<file path="src/rtl/msg_encoder.sv">
// Command-message encoder: accepts one command (id + signed args) and streams
// it out as id byte followed by each argument VLQ-coded, on a show-ahead port.
module msg_encoder #(
   parameter int MAX_ARGS  = 8,
   parameter int ARGS_BITS = 4
) (
   input  logic                      clk,
   input  logic                      rst_n,
   input  logic                      cmd_valid,
   output logic                      cmd_ready,
   input  logic [7:0]                cmd_id,
   input  logic [ARGS_BITS-1:0]      cmd_nargs,
   input  logic [32*MAX_ARGS-1:0]    cmd_args,
   output logic [7:0]                msg_data,
   output logic                      msg_ready,
   input  logic                      msg_rd_en,
   output logic                      frame_done
);

   typedef enum logic [1:0] {
      S_IDLE,
      S_CMD,
      S_PREP,
      S_ARG
   } state_t;

   localparam logic [ARGS_BITS-1:0] MAX_N   = ARGS_BITS'(MAX_ARGS);
   localparam logic [ARGS_BITS-1:0] IDX_ONE = {{(ARGS_BITS-1){1'b0}}, 1'b1};

   // Signed ranges that fit in 1..4 bytes, given the decoder sign-fills only
   // when the two top payload bits of the first byte are both set.
   localparam logic signed [34:0] L1_LO = -35'sd32;
   localparam logic signed [34:0] L1_HI = 35'sd96;
   localparam logic signed [34:0] L2_LO = -35'sd4096;
   localparam logic signed [34:0] L2_HI = 35'sd12288;
   localparam logic signed [34:0] L3_LO = -35'sd524288;
   localparam logic signed [34:0] L3_HI = 35'sd1572864;
   localparam logic signed [34:0] L4_LO = -35'sd67108864;
   localparam logic signed [34:0] L4_HI = 35'sd201326592;

   state_t                  r_state;
   state_t                  w_next_state;

   logic [31:0]             r_args [MAX_ARGS];
   logic [ARGS_BITS-1:0]    r_left;
   logic [34:0]             r_shift;
   logic [2:0]              r_cnt;
   logic [7:0]              r_msg_data;
   logic                    r_msg_ready;

   logic                    w_pop;
   logic                    w_accept;
   logic [ARGS_BITS-1:0]    w_nargs_clamped;
   logic signed [34:0]      w_v35;
   logic [2:0]              w_len;
   logic [34:0]             w_aligned;

   assign w_pop           = msg_rd_en && r_msg_ready;
   assign w_accept        = cmd_valid && (r_state == S_IDLE);
   assign w_nargs_clamped = (cmd_nargs > MAX_N) ? MAX_N : cmd_nargs;

   assign msg_data  = r_msg_data;
   assign msg_ready = r_msg_ready;

   // NOTE: sequential state uses non-blocking assignments so every register
   // samples the pre-edge values of its neighbours, regardless of block order.
   always_ff @(posedge clk or negedge rst_n) begin
      if (!rst_n) begin
         r_state <= S_IDLE;
      end else begin
         r_state <= w_next_state;
      end
   end

   // NOTE: every signal driven here gets a default first, so no path through
   // the case statement can leave one unassigned and infer a latch.
   always_comb begin
      w_next_state = r_state;
      cmd_ready    = 1'b0;
      frame_done   = 1'b0;
      case (r_state)
         S_IDLE: begin
            cmd_ready = 1'b1;
            if (cmd_valid) begin
               w_next_state = S_CMD;
            end
         end
         S_CMD: begin
            if (w_pop) begin
               if (r_left == '0) begin
                  w_next_state = S_IDLE;
                  frame_done   = 1'b1;
               end else begin
                  w_next_state = S_PREP;
               end
            end
         end
         S_PREP: begin
            w_next_state = S_ARG;
         end
         S_ARG: begin
            if (w_pop && (r_cnt == 3'd0)) begin
               if (r_left == '0) begin
                  w_next_state = S_IDLE;
                  frame_done   = 1'b1;
               end else begin
                  w_next_state = S_PREP;
               end
            end
         end
         default: begin
            w_next_state = S_IDLE;
         end
      endcase
   end

   // Current argument is always r_args[0]; the bank shifts down once per arg.
   always_comb begin
      w_v35 = {{3{r_args[0][31]}}, r_args[0]};
      if (w_v35 >= L1_LO && w_v35 < L1_HI) begin
         w_len = 3'd1;
      end else if (w_v35 >= L2_LO && w_v35 < L2_HI) begin
         w_len = 3'd2;
      end else if (w_v35 >= L3_LO && w_v35 < L3_HI) begin
         w_len = 3'd3;
      end else if (w_v35 >= L4_LO && w_v35 < L4_HI) begin
         w_len = 3'd4;
      end else begin
         w_len = 3'd5;
      end

      // Left-align so the first emitted 7-bit group sits in bits [34:28].
      case (w_len)
         3'd1:    w_aligned = w_v35 << 28;
         3'd2:    w_aligned = w_v35 << 21;
         3'd3:    w_aligned = w_v35 << 14;
         3'd4:    w_aligned = w_v35 << 7;
         default: w_aligned = w_v35;
      endcase
   end

   // NOTE: the argument bank is pure data, only read after a load, so it
   // carries no reset and stays plain flops without a reset net.
   always_ff @(posedge clk) begin
      if (w_accept) begin
         for (int i = 0; i < MAX_ARGS; i++) begin
            r_args[i] <= cmd_args[32*i +: 32];
         end
      end else if (r_state == S_PREP) begin
         for (int i = 0; i < MAX_ARGS - 1; i++) begin
            r_args[i] <= r_args[i+1];
         end
      end
   end

   always_ff @(posedge clk or negedge rst_n) begin
      if (!rst_n) begin
         r_left      <= '0;
         r_shift     <= '0;
         r_cnt       <= '0;
         r_msg_data  <= '0;
         r_msg_ready <= 1'b0;
      end else begin
         case (r_state)
            S_IDLE: begin
               if (cmd_valid) begin
                  r_msg_data  <= cmd_id;
                  r_msg_ready <= 1'b1;
                  r_left      <= w_nargs_clamped;
               end
            end
            S_CMD: begin
               if (w_pop) begin
                  r_msg_ready <= 1'b0;
               end
            end
            S_PREP: begin
               r_msg_data  <= {(w_len != 3'd1), w_aligned[34:28]};
               r_msg_ready <= 1'b1;
               r_shift     <= {w_aligned[27:0], 7'd0};
               r_cnt       <= w_len - 3'd1;
               r_left      <= r_left - IDX_ONE;
            end
            S_ARG: begin
               if (w_pop) begin
                  if (r_cnt != 3'd0) begin
                     r_msg_data <= {(r_cnt != 3'd1), r_shift[34:28]};
                     r_shift    <= {r_shift[27:0], 7'd0};
                     r_cnt      <= r_cnt - 3'd1;
                  end else begin
                     r_msg_ready <= 1'b0;
                  end
               end
            end
            default: begin
               r_msg_ready <= 1'b0;
            end
         endcase
      end
   end

endmodule

</file>
<file path="config.mk">
export PLATFORM = sky130hd
export DESIGN_NAME = msg_encoder
export DESIGN_NICKNAME = d
export VERILOG_FILES = /design/src/rtl/msg_encoder.sv
export SDC_FILE = /design/constraint.sdc
export NUM_CORES = 1
export LEC_CHECK = 0
export ABC_AREA = 1
export ABC_CLOCK_PERIOD_IN_PS = 8250
export CAP_MARGIN = 40
export CORE_MARGIN = 4
export CORE_UTILIZATION = 52
export DETAILED_ROUTE_END_ITERATION = 12
export HOLD_SLACK_MARGIN = 0.15
export PLACE_DENSITY = 0.86
export SYNTH_ARGS = -nofsm -noshare
export SYNTH_HDL_FRONTEND = slang
export SYNTH_SLANG_ARGS = --single-unit
export TNS_END_PERCENT = 5
</file>
<file path="constraint.sdc">
create_clock -name clk -period 8.25 [get_ports clk]
set_clock_uncertainty 0.1 [all_clocks]
set_input_delay 1.65 -clock clk [delete_from_list [all_inputs] [get_ports clk]]
set_output_delay 1.65 -clock clk [all_outputs]
set_load 0.02 [all_outputs]
</file>
==> metrics.md <==
| Metric | Value |
|---|---|
| Status | complete, no violations |
| Async set-reset flop share out of synthesis | 0.1523 |
| Worst-path fanout max | 39 |
| Min Tclk post-route | between 5 and 6 ns |
| Hold path start | r_shift[21] |
| H-tree depth | 2 |
| Maximum number of pins on one net before global-route repair | 137 |
| Critical Path Start Type | register |
| Die area | ~0.029 mm2 |
| Avg Inst Size Synth | 9.268 um2 |
| Mux contribution to synthesized area | 0 |
| Postcts setup bufs | 0 |
| CP dominant cell by count | nand2_1 |
| Final-report hold violation count | 0 |
| Area Overhead vs Synth | 30.38% |
| Post-place instance area | between 0.015 and 0.02 mm2 |
| Final instance area | between 0.015 and 0.02 mm2 |
| P_leak | between 7 and 8 nW |
| # Max-Cap Violations | 0 |
| Total Power | ~5.3 mW |
| Tightest Pin Transition | approximately 0.89 ns |
| Chip Width | roughly 170 um |
| Xor/xnor share of the synthesized area | 0.001896 |
| FMAX | about 200 MHz |
| First-pass GRT wire length | 56,160 um |
| Post-CTS Hold Buffers | 0 |
| Simple-gate area share of the yosys netlist | 0.2666 |
| Normalized max-slew margin | 0.4082 |
| Detailed Place HPWL | ~26,000 um |
| CTS Buffer Depth | 3 |
| # nets final | between 2,000 and 2,500 |
| Core Region | 0.02613 mm2 |
| Origin of the worst setup path | r_state[0] |
| # clock sinks | 302 |
| CP Data Arrival Time | roughly 3.4 ns |
| CP cell instances | nand2_1 > inv_1 > buf_4 > nand2_1 > nand2_1 > nor2_1 > inv_1 > nor2_1 > clkdlybuf4s50_1 |
| Ys flop type | edfxtp_1 |
| Routed len/inst | around 17 um |
| Routed via count | roughly 11,000 |
| Initial antenna violation count | 9 |
| Reg clk slew, reported paths | about 0.06 ns |
| Mapped Area | ~0.014 mm2 |
| Post-CTS resize count | 0 |
| Synth cell types | 36 |
| RSZ-0062 raised after global routing | false |
| Gp weighted congestion | between 0.9 and 1 |
| Sequential area share after synthesis | 0.6379 |
| Initial drt markers | around 990 |
| Multi-input logic area | ~0.0044 mm2 |
| Crit Path Class | register to output pin |
| Clock latency on the worst-skew pair | around 0.50 ns |
| Share of post-route cells with drive strength above 1 | 0.05222 |
| Peak supply drop | roughly 0.22 mV |
| Critical path capture point type | output pin |
| Std-Cell Rows | 59 |
| GRT overflow | 0 |
| Post-route DRC violation count | 0 |
| Post-DRT Antenna Nets | 0 |
| WP buf/inv | 4 |
| Finished Layout Cells | about 2,100 |
| Tcrit/Tclk final | 0.6178 |
| Adder-Cell Fraction of Synth Area | 0.008127 |
| Cts bufs inserted | 34 |
| Starting density of the core | 0.5302 |
| Worst hold path class | register to register |
| Vias in the first global route | ~11,000 |
| Die H | between 150 and 200 um |
| CP Data Required Time | ~6.5 ns |
| Slew Limit Fails | 0 |
| Via/cell ratio | roughly 5.2 |
| CTS Root Buffer Type | clkbuf_16 |
| Placed insts | ~2,100 |
| Fill count | about 1,900 |
| Setup TNS | 0 ns |
| Register area | 0.008838 mm2 |
| Post-synth EDFFs | 256 |
| Cells after Synth | 1,495 |
| Global-route usage over all layers | 0.2453 |
| Ports | ~280 |
| Port Buffers | between 200 and 300 |
| Critical path's slowest cell | nand2_1 |
| Pwr dens | 295.2 mW/mm2 |
| Drt first pass iters | 5 |
| #FFs+latches synth | approximately 300 |
| Yosys warnings | 0 |
| CTS tree | yes |
| Main combinational cell family by area after synthesis | simple AND/OR/NAND/NOR gates |
| Final Setup Violations | 0 |
| Syn Nets | approximately 1,800 |
| Routed Wire Length | roughly 37,000 um |
| Crit path max-delay family | simple AND/OR/NAND/NOR gates |
| Slowest stage delay, CP | a little under 0.7 ns |
| Synth Area in Compound Gates | 0.04262 |
==> final timing paths <==
check                              end  cells after the start  slack [ns]
hold / removal             r_shift[21]                      2        0.39
setup reg to reg           r_shift[31]                     11        4.71
hold reg to reg            r_shift[21]                      2        0.39
min in group asynchronous  r_shift[12]                      1        0.92
setup / recovery            frame_done                      9        3.15
max in group asynchronous  r_shift[32]                      2        6.63
==> Yosys cell counts, types with 3 or more instances <==
cell type    n  area [um2]
a21oi_1     25       125.1
o21ai_1      5       25.02
nor3_1      12       60.06
buf_1        4       15.01
nand3_1     37       185.2
o21ai_0     26       130.1
nand2_1    797        2992
a221oi_1     4       35.03
clkbuf_1    34       127.6
inv_2        7       26.28
nor2_1      90       337.8
a31oi_1      7       43.79
o31ai_2      7       87.58
nor2_2       3       18.77
o21ai_2      3       26.28
ha_1         9       112.6
dfrtp_1     46        1151
inv_1       60       225.2
o22ai_1     12       75.07
edfxtp_1   256        7687
buf_6        4       45.04
buf_2       28       140.1
nand2_4      3       33.78
==> cell type report <==
cell class	instances	area share
Sequential cell	302	0.4893
Multi-Input combinational cell	1055	0.2451
Timing Repair Buffer	296	0.1678
Clock buffer	43	0.05015
Tap cell	335	0.02320
Inverter	67	0.01461
Clock inverter	18	0.009073
Antenna cell	6	0.0008311
==> worst min-delay path, cell delays in order (launching register included) <==
cell     delay, ns
dfrtp_1       0.34
nand2_1       0.05
nand2_1       0.06
==> power breakdown <==
part           switching, mW  leakage, nW  internal, mW  total (mW)
logic                   1.00         4.18         0.518        1.52
registers              0.167         2.89          2.19        2.36
clock network          0.603        0.525         0.848        1.45
total                   1.77         7.59          3.56        5.33
==> through the flow <==
stage	hold WS, ns	utilization	setup slack (ns)
2_1_floorplan	0.3437	-	1.079
3_3_place_gp	0.3619	0.6436	3.010
3_5_place_dp	0.3604	0.6498	3.284
4_1_cts	0.3838	0.6907	3.140
5_1_grt	0.4046	0.6913	2.906
6_report	0.3870	0.6913	3.153
==> registers in the layout, indices dropped and copies added, names as in the netlist, named ones only <==
register,cells
r_args,256
r_shift,28
msg_data,8
r_left,4
r_cnt,3
msg_ready,1
r_state,1
==> layout by cell type, fill, tap and decap left out, types with 3 or more instances in the layout <==
master           synthesis  routed
a21oi_1                 25      25
a221oi_1                 4       4
a31oi_1                  7       7
buf_16                   0       4
buf_4                    0       7
clkbuf_1                34       8
clkbuf_16                0      35
clkdlybuf4s50_1          0     281
clkinv_1                 0       4
clkinv_2                 0       8
dfrtp_1                 46      46
diode_2                  0       6
edfxtp_1               256     256
ha_1                     9       9
inv_1                   60      59
inv_2                    7       6
nand2_1                797     797
nand2_4                  3       3
nand3_1                 37      37
nor2_1                  90      90
nor3_1                  12      12
o21ai_0                 26      26
o21ai_1                  5       5
o21ai_2                  3       3
o22ai_1                 12      12
o31ai_2                  7       7
==> per-layer routing <==
metal / vias to the layer above / part of all wire / GRT usage
met4: 6 / 0.044 / 0.1068
met5: - / 0.00095 / 0
li1: 5377 / - / -
met2: 449 / 0.52 / 0.4413
met3: 97 / 0.082 / 0.06895
met1: 5076 / 0.35 / 0.2718
==> cell families (layout without fill, tap and decap cells) <==
| group | count (synthesis) | in the layout |
|---|---|---|
| AO/OA/AOI/OAI | 94 | 94 |
| XOR/XNOR | 3 | 3 |
| adder cells (fa/ha/maj) | 9 | 9 |
| buffers and inverters | 138 | 424 |
| flip-flops | 302 | 302 |
| other | 0 | 6 |
| AND/OR/NAND/NOR | 949 | 949 |
(Power assumes the default switching activity.)
==> RTL edit 1 (same settings) <==
The 4 states of `state_t` get a one-hot encoding in 4 bits.
--- a/src/rtl/msg_encoder.sv
+++ b/src/rtl/msg_encoder.sv
@@ -17,11 +17,11 @@
    output logic                      frame_done
 );
 
-   typedef enum logic [1:0] {
-      S_IDLE,
-      S_CMD,
-      S_PREP,
-      S_ARG
+   typedef enum logic [3:0] {
+      S_IDLE = 4'b0001,
+      S_CMD  = 4'b0010,
+      S_PREP = 4'b0100,
+      S_ARG  = 4'b1000
    } state_t;
 
    localparam logic [ARGS_BITS-1:0] MAX_N   = ARGS_BITS'(MAX_ARGS);
Function: same outputs for any inputs over 4 cycles, from zero or initial values and one cycle with rst_n low; so few cycles prove little.
==> RTL edit 1 against the unedited design <==
Setup slack improved by 0.0018 ns. Power increased by 3.9%. Global-route usage increased by 0.74 points. Cell count increased by 0.33%. Largest cell class unchanged. Final area increased by 0.21%. Routed wire length increased by 4.1%. Area after synthesis increased by 1.2%. Sequential cell count increased by 2.
==> RTL edit 1: results (changes against the unedited design) <==
\begin{tabular}{lr}
\hline
Metric & Value \\
\hline
\multicolumn{2}{l}{\textbf{Layout}} \\
Invs w/o clock & 73 (was 67) \\
Number of antenna cells inserted & 3 (was 6) \\
Fillers & 1908 (was 1893) \\
Share of the final layout cell area in multi-input gates & 25.0\% (was 24.5\%) \\
Area taken by flip-flops and latches & 8890 sq um (was 8840 sq um) \\
Multi-input gate area & 4520 sq um (was 4430 sq um) \\
Clock buf count & 38 (was 43) \\
\multicolumn{2}{l}{\textbf{Global routing}} \\
Global routing usage on met2 & 43.9\% (was 44.1\%) \\
GR met3 Demand/Resource & 6.47\% (was 6.89\%) \\
GR met1 Demand/Resource & 29.6\% (was 27.2\%) \\
Antenna violations before repair & 4 (was 9) \\
Global routing usage summed across all routing layers & 25.3\% (was 24.5\%) \\
Pin count of the biggest net entering global routing & 95 (was 137) \\
\multicolumn{2}{l}{\textbf{Yosys}} \\
Count of distinct cell types in the synthesized netlist & 43 (was 36) \\
Share of synthesized registers carrying an async set or reset & 15.8\% (was 15.2\%) \\
Number of flip-flops and latches in the synthesized netlist & 304 (was 302) \\
Fraction of the yosys area taken by sequential cells & 63.4\% (was 63.8\%) \\
Parity-gate share of the synthesized area counting xor and xnor cells & 0.187\% (was 0.190\%) \\
\multicolumn{2}{l}{\textbf{Power and ir drop}} \\
Combinational logic power & 0.00145 W (was 0.00152 W) \\
Max VDD drop & 0.183 mV (was 0.221 mV) \\
Part of the total power dissipated in sequential elements & 48.8\% (was 44.3\%) \\
Total power consumption of the routed design & 0.00554 W (was 0.00533 W) \\
\multicolumn{2}{l}{\textbf{Critical path}} \\
Worst reg-to-reg setup slack & 3.79 ns (was 4.71 ns) \\
\multicolumn{2}{l}{\textbf{Status}} \\
Outcome & finished clean (unchanged) \\
\multicolumn{2}{l}{\textbf{Route}} \\
DR WL met3 & 3.39 mm (was 3.00 mm) \\
\multicolumn{2}{l}{\textbf{Placed design}} \\
Final Wtd Congestion & 0.902 (was 0.925) \\
\multicolumn{2}{l}{\textbf{STA}} \\
Worst hold slack & 0.389 ns (was 0.387 ns) \\
Transition time at the pin with the least slew margin & 0.866 ns (was 0.888 ns) \\
\multicolumn{2}{l}{\textbf{Clock network}} \\
H-tree depth & 1 (was 2) \\
\hline
\end{tabular}
==> RTL edit 1: worst max-delay path, stage by stage <==
cell             delay (ns)
clkdlybuf4s50_1        0.46
inv_1                  0.07
nor2_4                 0.10
buf_4                  0.56
inv_2                  0.48
nand2_8                0.54
buf_16                 0.43
buf_4                  0.73
==> RTL edit 1: path summary, 6_finish.rpt <==
path | cells past startpoint | end | start
min | 2 | r_shift[32]$_DFFE_PN0P_ | r_shift[32]$_DFFE_PN0P_
max | 8 | r_args[0][24]$_DFFE_PP_ | cmd_valid
min in group asynchronous | 2 | msg_data[4]$_DFFE_PN0P_ | rst_n
max in group asynchronous | 2 | r_shift[13]$_DFFE_PN0P_ | rst_n
max reg2reg | 10 | r_args[0][24]$_DFFE_PP_ | r_state[2]$_DFFE_PN0P_
min reg2reg | 2 | r_shift[32]$_DFFE_PN0P_ | r_shift[32]$_DFFE_PN0P_
==> RTL edit 2 (config.mk and constraints unchanged) <==
Made on the original files. Change the parameter `ARGS_BITS` from 4 to 6.
--- a/src/rtl/msg_encoder.sv
+++ b/src/rtl/msg_encoder.sv
@@ -2,7 +2,7 @@
 // it out as id byte followed by each argument VLQ-coded, on a show-ahead port.
 module msg_encoder #(
    parameter int MAX_ARGS  = 8,
-   parameter int ARGS_BITS = 4
+   parameter int ARGS_BITS = 6
 ) (
    input  logic                      clk,
    input  logic                      rst_n,
Interface: changed (resized cmd_nargs); port bits go from 283 to 285. The function was not compared with the original's and may differ.
==> RTL edit 2 against the unedited design <==
Power fell by 0.63%. Area after synthesis grew 0.49%. Routed wire length grew 0.55%. Clock power hardly changed. Setup slack worse by 0.054 ns. Final area up 0.26%. Hold slack got worse by 0.0083 ns. Die area is 0.46% higher. Critical path depth fell by 3. Sequential cell count is 2 higher. Highest routed layer is now met4.
==> RTL edit 2: results (changes against the unedited design) <==
\begin{tabular}{lr}
\hline
Metric & Value \\
\hline
\multicolumn{2}{l}{\textbf{Critical path}} \\
Signal arrival time at the worst endpoint & 3.40 ns (was 3.35 ns) \\
Highest cell delay on the worst timing path & 0.67 ns \\
Depth of the most critical reg-to-reg path & 9 (was 11) \\
Largest driver fanout on the critical path & 3 (was 39) \\
First element of the critical path & msg\_rd\_en (was r\_state[0]\$\_DFFE\_PN0P\_) \\
\multicolumn{2}{l}{\textbf{Yosys}} \\
Fraction of the yosys area taken by sequential cells & 63.8\% (about the same) \\
Net count after synthesis & 1792 (was 1776) \\
Share of synthesized registers carrying an async set or reset & 15.8\% (was 15.2\%) \\
Top cell types by occurrence after synthesis & 820 x nand2\_1, 256 x edfxtp\_1, 94 x nor2\_1 (was 797 x nand2\_1, 256 x edfxtp\_1, 90 x nor2\_1) \\
Top cells by area in the synthesized netlist & edfxtp\_1 55\%, nand2\_1 22\%, dfrtp\_1 8.6\% (was edfxtp\_1 55\%, nand2\_1 22\%, dfrtp\_1 8.3\%) \\
\multicolumn{2}{l}{\textbf{Layout}} \\
Share of final-layout standard cells stronger than drive strength 1 & 4.80\% (was 5.22\%) \\
Fillers & 1890 (was 1893) \\
\multicolumn{2}{l}{\textbf{Route}} \\
Initial drt markers & 1011 (was 991) \\
Drt pass-1 iters & 6 (was 5) \\
Wirelength per Cell & 17.3 um (about the same) \\
\multicolumn{2}{l}{\textbf{Placed design}} \\
Final Wtd Congestion & 0.930 (was 0.925) \\
Number of buffer cells added on primary ports & 284 (was 282) \\
\multicolumn{2}{l}{\textbf{Power and ir drop}} \\
Leakage power total & 7.62 nW (was 7.59 nW) \\
Sw frac & 32.5\% (was 33.2\%) \\
\multicolumn{2}{l}{\textbf{Clock network}} \\
H-tree depth & 1 (was 2) \\
Clk Latency, worst-skew pair & 0.56 ns (was 0.50 ns) \\
\multicolumn{2}{l}{\textbf{Global routing}} \\
Pin count of the biggest net entering global routing & 136 (was 137) \\
Antenna violations before repair & 2 (was 9) \\
Via count of the first global-routing pass & 10923 (was 11046) \\
Global routing usage summed across all routing layers & 24.3\% (was 24.5\%) \\
\multicolumn{2}{l}{\textbf{STA}} \\
Transition time at the pin with the least slew margin & 0.966 ns (was 0.888 ns) \\
\multicolumn{2}{l}{\textbf{Status}} \\
Outcome & finished clean (unchanged) \\
\hline
\end{tabular}
==> RTL edit 2: final cells by class <==
class / instances / share of cell area, %
Sequential cell: 304 / 49.1
Clock buffer: 44 / 4.77
Clock inverter: 13 / 1.08
Inverter: 62 / 1.35
Timing Repair Buffer: 296 / 16.7
Tap cell: 335 / 2.31
Antenna cell: 1 / 0.0138
Multi-Input combinational cell: 1071 / 24.7
==> RTL edit 2: how the worst min path moves through the flow <==
stage / startpoint / to / slack, ns
2_1_floorplan: r_left[5]$_DFFE_PN0P_ / r_left[5]$_DFFE_PN0P_ / 0.34
3_3_place_gp: r_shift[21]$_DFFE_PN0P_ / r_shift[21]$_DFFE_PN0P_ / 0.36
3_5_place_dp: msg_data[1]$_DFFE_PN0P_ / msg_data[1]$_DFFE_PN0P_ / 0.37
4_1_cts: msg_data[1]$_DFFE_PN0P_ / msg_data[1]$_DFFE_PN0P_ / 0.38
5_1_grt: msg_data[6]$_DFFE_PN0P_ / msg_data[6]$_DFFE_PN0P_ / 0.40
6_report: msg_data[1]$_DFFE_PN0P_ / msg_data[1]$_DFFE_PN0P_ / 0.38
==> RTL edit 2: worst register-to-register path, stage by stage (launching register included) <==
cell and delay, ns:
dfrtp_1 0.51, nor2_1 0.18, nand2_1 0.08, buf_4 0.26, inv_2 0.10, buf_4 0.59, nor2_1 0.26, inv_8 0.63
buf_4 0.48, buf_16 0.35
==> RTL edit 2: cells by family after synthesis <==
kind of cell | Yosys count
flops | 304
simple gates | 970
xor+xnor | 2
compound gates | 91
buf+inv | 135
fa+ha+maj | 8
==> RTL edit 2: metrics by stage <==
stage,utilization (%),setup WS (ns),power [W],std cells,area (sq um)
2_1_floorplan,-,0.839,0.00337,1510,13900
3_3_place_gp,64.5,2.64,0.00375,2062,16900
3_5_place_dp,65.1,2.84,0.00386,2068,17100
4_1_cts,69.1,3.11,0.00531,2125,18100
5_1_grt,69.1,2.97,0.00560,2126,18100
6_report,69.1,3.10,0.00530,2126,18100
==> RTL edit 2: power groups by stage <==
stage | logic [W] | registers (W) | clock network (W)
final | 0.00152 | 0.00233 | 0.00145
after global routing | 0.00171 | 0.00236 | 0.00153
after CTS | 0.00152 | 0.00232 | 0.00147
after detailed placement | 0.00151 | 0.00235 | 0
after global placement | 0.00141 | 0.00234 | 0
after floorplan | 0.000990 | 0.00238 | 0
==> RTL edit 2: routing by layer <==
layer / global-route usage [%] / part of all wire [%] / vias to the layer above
met5: 0 / 0 / -
met4: 8.89 / 3.4 / 0
met3: 7.01 / 9.0 / 69
met2: 44.0 / 52 / 471
met1: 27.2 / 35 / 5062
li1: - / - / 5401
